**config.mk**
```make
export PLATFORM = sky130hd
export DESIGN_NAME = poly_result_collector
export DESIGN_NICKNAME = d
export VERILOG_FILES = /design/src/rtl/poly_result_collector.sv
export SDC_FILE = /design/constraint.sdc
export NUM_CORES = 1
export LEC_CHECK = 0
export CELL_PAD_IN_SITES_DETAIL_PLACEMENT = 0
export CELL_PAD_IN_SITES_GLOBAL_PLACEMENT = 1
export CORE_ASPECT_RATIO = 1.5
export CORE_MARGIN = 2
export CORE_UTILIZATION = 39
export CTS_BUF_LIST = sky130_fd_sc_hd__clkbuf_4 sky130_fd_sc_hd__clkbuf_8
export DETAILED_ROUTE_END_ITERATION = 8
export PLACE_DENSITY = 0.94
export SKIP_CTS_REPAIR_TIMING = 1
export SYNTH_ARGS = -nofsm -noshare
export SYNTH_HDL_FRONTEND = slang
export SYNTH_SLANG_ARGS = --single-unit
```
**constraint.sdc**
```tcl
create_clock -name clock -period 4.8 [get_ports clock]
set_input_delay 0.48 -clock clock [delete_from_list [all_inputs] [get_ports clock]]
set_output_delay 0.48 -clock clock [all_outputs]
set_load 0.005 [all_outputs]
```
**src/rtl/poly_result_collector.sv**
```systemverilog
// Pops the result and status FIFOs in lockstep, re-pairs them onto a valid/ready output,
// keeps saturating pair/error counters and flags a sticky loss of pairing between the FIFOs.
// Optional build macro: POLY_COLLECT_DROP_ERR_EN (count error pairs but never forward them).
module poly_result_collector #(
    parameter int RESULT_WIDTH   = 32,
    parameter int STATUS_WIDTH   = 3,
    parameter int CNT_WIDTH      = 16,
    parameter int TIMEOUT_CYCLES = 64
) (
    input  logic                    clock,
    input  logic                    reset,
    input  logic [RESULT_WIDTH-1:0] result_in,
    input  logic                    result_empty,
    output logic                    result_read,
    input  logic [STATUS_WIDTH-1:0] status_in,
    input  logic                    status_empty,
    output logic                    status_read,
    output logic [RESULT_WIDTH-1:0] out_result,
    output logic [STATUS_WIDTH-1:0] out_status,
    output logic                    out_valid,
    input  logic                    out_ready,
    input  logic                    clear,
    output logic [CNT_WIDTH-1:0]    pair_count,
    output logic [CNT_WIDTH-1:0]    error_count,
    output logic                    sync_error
);

    typedef enum logic {RUN, DESYNC} state_t;

    localparam int                  SKEW_W    = $clog2(TIMEOUT_CYCLES + 1);
    localparam logic [SKEW_W-1:0]   SKEW_LAST = SKEW_W'(TIMEOUT_CYCLES - 1);
    localparam logic [SKEW_W-1:0]   SKEW_FULL = SKEW_W'(TIMEOUT_CYCLES);
    localparam logic [CNT_WIDTH-1:0] CNT_MAX  = '1;

    state_t              state, state_next;
    logic [SKEW_W-1:0]   skew_cnt, skew_next;
    logic                sync_error_next;
    logic                skewed, status_err, out_space, fifo_ready, pop, load;

    // NOTE: every signal assigned in always_comb gets a default first, so no path infers a latch.
    always_comb begin
        skewed     = (result_empty != status_empty);
        status_err = (status_in != '0);
        out_space  = !out_valid || out_ready;
        fifo_ready = (state == RUN) && !result_empty && !status_empty && !clear && !reset;
`ifdef POLY_COLLECT_DROP_ERR_EN
        // Error pairs are discarded, so they never wait for output space.
        pop  = fifo_ready && (status_err || out_space);
        load = pop && !status_err;
`else
        pop  = fifo_ready && out_space;
        load = pop;
`endif
    end

    assign result_read = pop;
    assign status_read = pop;

    always_comb begin
        state_next      = state;
        skew_next       = skew_cnt;
        sync_error_next = sync_error;
        if (clear) begin
            state_next      = RUN;
            skew_next       = '0;
            sync_error_next = 1'b0;
        end else if (state == RUN) begin
            if (!skewed) begin
                skew_next = '0;
            end else if (skew_cnt == SKEW_LAST) begin
                state_next      = DESYNC;
                sync_error_next = 1'b1;
                skew_next       = SKEW_FULL;
            end else begin
                skew_next = skew_cnt + SKEW_W'(1);
            end
        end
    end

    // NOTE: registered state uses non-blocking assignments so every flop samples pre-edge values.
    always_ff @(posedge clock or posedge reset) begin
        if (reset) begin
            state      <= RUN;
            skew_cnt   <= '0;
            sync_error <= 1'b0;
        end else begin
            state      <= state_next;
            skew_cnt   <= skew_next;
            sync_error <= sync_error_next;
        end
    end

    // Clear outranks a same-cycle pop for the counters; the output register ignores clear.
    always_ff @(posedge clock or posedge reset) begin
        if (reset) begin
            pair_count  <= '0;
            error_count <= '0;
        end else if (clear) begin
            pair_count  <= '0;
            error_count <= '0;
        end else if (pop) begin
            if (pair_count != CNT_MAX)
                pair_count <= pair_count + CNT_WIDTH'(1);
            if (status_err && (error_count != CNT_MAX))
                error_count <= error_count + CNT_WIDTH'(1);
        end
    end

    always_ff @(posedge clock or posedge reset) begin
        if (reset) begin
            out_valid  <= 1'b0;
            out_result <= '0;
            out_status <= '0;
        end else if (load) begin
            out_valid  <= 1'b1;
            out_result <= result_in;
            out_status <= status_in;
        end else if (out_valid && out_ready) begin
            out_valid <= 1'b0;
        end
    end

endmodule

```
==> results of run 1 <==
-- registers in the layout, summed over array words and instances (netlist names) --
register and flops:
sync_error 1, pair_count 16, state 1, error_count 16
out_valid 1, out_result 32, out_status 3, skew_cnt 7
-- worst max-delay path by stage --
stage | cells past startpoint | to | start | slack (ns)
floorplan | 1 | error_count[0] | reset | 2.35
global placement | 6 | result_read | clear | 1.87
detailed placement | 6 | status_read | clear | 1.87
CTS | 6 | status_read | clear | 1.84
global route | 6 | result_read | clear | 1.72
finish | 6 | result_read | clear | 1.86
-- stage by stage --
step,worst slack (ns),utilization,power (mW),area [µm²]
after floorplan,2.353,-,0.8262,3722
after global placement,1.870,0.5297,0.9956,4902
after detailed placement,1.866,0.5297,0.9997,4902
after CTS,1.845,0.5492,1.458,5082
after global routing,1.717,0.5492,1.516,5082
final,1.856,0.5492,1.441,5082
-- routing by layer --
metal  track usage  vias to the layer above
met5             0                        -
met4       0.08669                        0
met3       0.05765                       12
met2        0.3050                       98
met1        0.2251                     1604
li1              -                     1625
-- cell families (layout without fill, tap and decap cells) --
group	after synthesis	count (layout)	share of synthesized area
fa+ha+maj	3	3	0.01009
buf+inv	31	138	0.03563
mux	13	13	0.03731
flops	77	77	0.5176
xor+xnor	5	5	0.01177
compound gates	45	45	0.07530
simple gates	237	237	0.3123
-- placed cells by master (no fill, tap or decap), types with 2 or more instances in the layout --
cell / synthesis / final
inv_1: 6 / 5
or3_1: 3 / 3
and3_1: 8 / 8
nand2b_1: 2 / 2
mux2_2: 7 / 7
nand3_1: 14 / 13
nand4_1: 9 / 9
o21ai_0: 6 / 6
a21oi_1: 20 / 20
mux2i_1: 6 / 6
nand3_2: 1 / 2
inv_6: 0 / 2
nor2_1: 16 / 16
clkdlybuf4s50_1: 0 / 111
dfrtp_1: 77 / 77
o311ai_0: 2 / 2
and2_1: 3 / 3
xnor2_1: 2 / 2
or4_1: 12 / 12
o31ai_1: 10 / 10
ha_1: 3 / 3
and4_1: 10 / 10
clkinvlp_4: 0 / 3
clkbuf_8: 0 / 9
o31a_1: 2 / 2
nor4_1: 10 / 10
xor2_1: 3 / 3
nor3_1: 3 / 3
nor2b_1: 7 / 7
buf_4: 1 / 4
nand2_1: 132 / 132
-- tightest hold or removal path, stage by stage, from the launching register on --
cell and delay (ns):
dfrtp_1 0.35, nand2_1 0.05, nand2_1 0.06
-- cells in the mapped netlist, types with 3 or more instances --
library cell,count
a21oi_1,20
and2_1,3
and3_1,8
and4_1,10
buf_2,9
clkbuf_1,12
dfrtp_1,77
ha_1,3
inv_1,6
mux2_2,7
mux2i_1,6
nand2_1,132
nand3_1,14
nand4_1,9
nor2_1,16
nor2b_1,7
nor3_1,3
nor4_1,10
o21ai_0,6
o31ai_1,10
or3_1,3
or4_1,12
xor2_1,3
-- where the power goes --
part,leakage [nW],internal (mW),total (mW),switching (mW)
Sequential,1.03,0.705,0.740,0.0349
Clock,0.0842,0.194,0.454,0.261
Combinational,1.10,0.149,0.246,0.0966
Total,2.21,1.05,1.44,0.392
-- final cells by class --
| type | count | area [µm²] |
|---|---|---|
| Clock buffer | 9 | 123.9 |
| Sequential cell | 77 | 1927 |
| Inverter | 7 | 26.28 |
| Tap cell | 112 | 140.1 |
| Fill cell | 886 | 4172 |
| Multi-Input combinational cell | 303 | 1668 |
| Clock inverter | 7 | 56.30 |
| Timing Repair Buffer | 115 | 1141 |
==> results.sh, run 1 <==
export IMPL_rsz0062_at_grt="no"
export IMPL_setup_viol=0
export IMPL_grt_pass1_vias=3362
export IMPL_cpPeakStageDelay_ns=0.56
export IMPL_via_per_inst=5.300
export IMPL_startpoint_type="input port"
export IMPL_layout_nets=557
export IMPL_ir_drop_uv=185.6
export IMPL_synthTopCellsByArea="dfrtp_1 52%, nand2_1 13%, a21oi_1 2.7%"
export IMPL_layout_drive_gt1_share=0.06950
export IMPL_syn_inst=411
export IMPL_final_cells=630
export IMPL_io_buffers=111
export IMPL_core_area_um2=9254
export IMPL_met3_length_um=695
export IMPL_drcViolationCount=0
export IMPL_highest_layer="met4"
export IMPL_maxSlewHeadroom=0.3448
export IMPL_synth_main_ff_cell="dfrtp_1"
export IMPL_ys_warn_count=0
export IMPL_hold_ws_ns=0.4861
export IMPL_yosys_area_top_type="dfrtp_1"
export IMPL_grt_pass1_wl_um=15610
export IMPL_r2r_cells=5
export IMPL_io_pins=112
export IMPL_r2r_start="pair_count[0]"
export IMPL_dr_pass1_iters=4
export IMPL_grt_max_degree=60
export IMPL_yosysUniqueCellTypes=44
export IMPL_clkLatencyLatePin_ns=0.36
export IMPL_detail_route_wl_per_cell_um=14.85
export IMPL_clkTransAtPathRegs_ns=0.09
export IMPL_finalMaxSlewViolations=0
export IMPL_cts_made_buffers=9
export IMPL_grt_total_usage=0.1860
export IMPL_place_hpwl_um=6664
export IMPL_tns_ns=0
export IMPL_drt_wl_total_um=9357
export IMPL_hold_start="out_status[1]"
export IMPL_maxCapViolCount=0
export IMPL_antenna_found_initial=0
export IMPL_slowest_stage="clkdlybuf4s50_1"
export IMPL_cp_top_family="buffers and inverters"
export IMPL_h_tree_depth=3
export IMPL_hold_path_end="out_status[1]"
export IMPL_crit_top_cell="clkdlybuf4s50_1"
export IMPL_clock_fmax_mhz=339.7
export IMPL_dp_cells=614
export IMPL_cp_max_fo=38
export IMPL_ys_ff_latch=77
export IMPL_rows=43
export IMPL_yosysSeqAreaShare=0.5176
export IMPL_cellLeakagePower_nw=2.211
export IMPL_fin_crit_sh=0.6133
export IMPL_cts_sinks=77
export IMPL_async_flop_share=1.000
export IMPL_critPathRequiredTime_ns=4.32
export IMPL_wl_met1_um=3874
export IMPL_regToRegEndpoint="pair_count[11]"
export IMPL_min_path_type="reg2reg"
export IMPL_routed_via_count=3339
export IMPL_hold_depth=2
export IMPL_die_w_um=83.77
export IMPL_die_h_um=123.7
export IMPL_synth_top_cell_area_share=0.5176
export IMPL_cp_end_kind="output port"
export IMPL_outcome="finished, final reports clean"
export IMPL_hold_viol=0
export IMPL_path_buf_inv=4
export IMPL_dr_wl_met2_um=4637
export IMPL_min_period_ns=2.944
export IMPL_ant_nets=0
export IMPL_num_antenna_cells=0
export IMPL_powerDensity_nw_per_um2=283.4
export IMPL_root_buffer="clkbuf_8"
export IMPL_syn_area_per_cell_um2=9.057
export IMPL_synth_edf_count=0
export IMPL_path_cells="clkdlybuf4s50_1 > buf_4 > nor3_2 > nand3_2 > inv_1 > clkdlybuf4s50_1"
export IMPL_grt_overflow=0
export IMPL_netlist_area_um2=3722
export IMPL_gp_congestion=0.8180
export IMPL_cts_tree="built"
export IMPL_fin_skew_ns=0.008279
export IMPL_syn_nets=455
export IMPL_drt_iter0_drc=144
export IMPL_rrSetupSlack_ns=2.50
export IMPL_critPathKind="in2out"
export IMPL_start_util=0.4022
export IMPL_worst_pin_slew_ns=0.9813
export IMPL_cts_buffer_depth=2
export IMPL_area_growth_pct=36.54
export IMPL_critPathArrivalTime_ns=2.46
export IMPL_fp_dieArea_um2=10360
Note: power is estimated with default switching activity, not from simulation.
==> inputs of run 2 (changes only) <==
--- a/config.mk
+++ b/config.mk
@@ -9,10 +9,10 @@
 export CELL_PAD_IN_SITES_GLOBAL_PLACEMENT = 1
 export CORE_ASPECT_RATIO = 1.5
 export CORE_MARGIN = 2
-export CORE_UTILIZATION = 39
+export CORE_UTILIZATION = 32
 export CTS_BUF_LIST = sky130_fd_sc_hd__clkbuf_4 sky130_fd_sc_hd__clkbuf_8
 export DETAILED_ROUTE_END_ITERATION = 8
-export PLACE_DENSITY = 0.94
+export PLACE_DENSITY = 0.83
 export SKIP_CTS_REPAIR_TIMING = 1
 export SYNTH_ARGS = -nofsm -noshare
 export SYNTH_HDL_FRONTEND = slang
==> constraint.sdc (replaced) <==
create_clock -name clock -period 2.6 [get_ports clock]
set_input_delay 0.26 -clock clock [delete_from_list [all_inputs] [get_ports clock]]
set_output_delay 0.26 -clock clock [all_outputs]
set_load 0.005 [all_outputs]
==> run 2 against run 1 <==
- design area increased by 2.5%
- cell count is 6.5% higher
- via count rose by 0.96%
- highest routed layer unchanged
- count of clock-buffer cells in the layout up 2
==> results.sh, run 2 (synthesis gave the netlist of run 1 again) <==
export IMPL_outcome="finished, final reports clean"
export IMPL_critPathRequiredTime_ns=2.34
export IMPL_die_h_um=136.1
export IMPL_maxSlewHeadroom=0.5719
export IMPL_regToRegEndpoint="pair_count[11]"
export IMPL_maxCapViolCount=0
export IMPL_min_path_type="in2async"
export IMPL_multi_input_area_um2=1668
export IMPL_fin_skew_ns=0.006716
export IMPL_drt_wl_total_um=9876
export IMPL_clock_fmax_mhz=426.6
export IMPL_via_per_inst=5.024
export IMPL_finalPower_mw=2.827
export IMPL_finalMaxSlewViolations=0
export IMPL_die_w_um=92.06
export IMPL_io_buffers=111
export IMPL_grt_max_degree=38
export IMPL_num_antenna_cells=0
export IMPL_tns_ns=0
export IMPL_cts_made_buffers=9
export IMPL_place_hpwl_um=7034
export IMPL_area_growth_pct=40.00
export IMPL_largest_reg_flops=32
export IMPL_ant_nets=0
export IMPL_critPathArrivalTime_ns=2.08
export IMPL_clkTransAtPathRegs_ns=0.08
export IMPL_cp_end_kind="output port"
export IMPL_antenna_found_initial=0
export IMPL_cellLeakagePower_nw=2.257
export IMPL_setup_viol=0
export IMPL_hold_viol=0
export IMPL_rsz0062_at_grt="no"
export IMPL_start_util=0.3262
export IMPL_layout_nets=561
export IMPL_r2r_cells=5
export IMPL_drcViolationCount=0
export IMPL_worst_pin_slew_ns=0.6421
export IMPL_fp_dieArea_um2=12530
export IMPL_min_period_ns=2.344
export IMPL_grt_pass1_wl_um=16640
export IMPL_final_util=0.4567
export IMPL_layout_common_cells="132 x nand2_1, 111 x clkdlybuf4s50_1, 77 x dfrtp_1, 20 x a21oi_1, 16 x nor2_1"
export IMPL_routed_via_count=3371
export IMPL_power_frac_comb=0.164
export IMPL_grt_total_usage=0.1639
export IMPL_root_buffer="clkbuf_8"
export IMPL_gp_congestion=0.7978
export IMPL_layout_commonest_cell="nand2_1"
export IMPL_core_area_um2=11410
export IMPL_drt_iter0_drc=114
export IMPL_p_seq_frac=0.483
export IMPL_ir_drop_uv=264.4
export IMPL_r2r_start="pair_count[0]"
export IMPL_clkLatencyLatePin_ns=0.35
export IMPL_dr_pass1_iters=4
export IMPL_fin_crit_sh=0.9016
export IMPL_swShare=0.2376
export IMPL_powerDensity_nw_per_um2=542.4
export IMPL_internal_power_mw=2.155
export IMPL_detail_route_wl_per_cell_um=14.72
export IMPL_cts_sinks=77
export IMPL_h_tree_depth=3
export IMPL_layout_drive_gt1_share=0.07486
export IMPL_rrSetupSlack_ns=0.31
export IMPL_regArea_um2=1927
export IMPL_power_frac_clock=0.353
export IMPL_reg_top3="out_result (32), error_count (16), pair_count (16)"
export IMPL_startpoint_type="input port"
export IMPL_fill_cells=1131
export IMPL_largest_register="out_result"
export IMPL_cp_max_fo=8
export IMPL_io_pins=112
export IMPL_grt_pass1_vias=3426
export IMPL_cts_buffer_depth=2
export IMPL_cts_tree="built"
export IMPL_switching_power_mw=0.6717
export IMPL_rows=48
export IMPL_grt_overflow=0
export IMPL_critPathKind="in2out"
-- run 2: cell types whose count changed in the layout (fill, tap and decap cells not counted), sizes merged --
| cell | previous run | this run |
|---|---|---|
| buf | 4 | 8 |
| inv | 9 | 5 |
| bufinv | 0 | 2 |
| clkbuf | 9 | 11 |
| clkinvlp | 3 | 1 |
| clkinv | 2 | 3 |
-- run 2: power by group through the flow --
stage	combinational [mW]	clock [mW]	sequential, mW
floorplan	0.136	0	1.39
global placement	0.463	0	1.39
detailed placement	0.474	0	1.38
CTS	0.475	1.04	1.37
global route	0.512	1.08	1.38
finish	0.464	0.997	1.36
-- run 2: metrics by stage --
stage	worst slack (ns)	cells	hold WS, ns	instance area, µm²
finish	0.2558	671	0.3749	5211
global route	0.08580	671	0.4099	5211
CTS	0.2024	671	0.3678	5211
detailed placement	0.1260	656	0.4626	4994
global placement	0.2010	656	0.4594	4994
floorplan	0.3733	411	0.3654	3722
-- run 2: cell type report --
type                            count  share of cell area
Sequential cell                    77              0.3697
Multi-Input combinational cell    303              0.3200
Timing Repair Buffer              119              0.2271
Tap cell                          150             0.03601
Clock buffer                       11             0.02785
Clock inverter                      4             0.01393
Inverter                            7            0.005282
-- run 2: worst max-delay path, cell delays in order --
cell,delay [ns]
clkdlybuf4s50_1,0.45
nor3_2,0.34
nand3_2,0.25
inv_1,0.24
clkdlybuf4s50_1,0.54
-- run 2: how the worst max path moves through the flow --
stage | start | endpoint | slack [ns] | cells after the start
6_report | status_empty | status_read | 0.26 | 5
5_1_grt | status_empty | result_read | 0.09 | 5
4_1_cts | status_empty | result_read | 0.20 | 5
3_5_place_dp | status_empty | error_count[13] | 0.13 | 5
3_3_place_gp | clear | error_count[15] | 0.20 | 5
2_1_floorplan | reset | error_count[0] | 0.37 | 1
-- run 2: per-layer routing --
layer | track usage | share of wire
met1 | 0.2026 | 0.42
met2 | 0.2712 | 0.50
met3 | 0.04823 | 0.061
met4 | 0.06136 | 0.015
met5 | 0 | 0
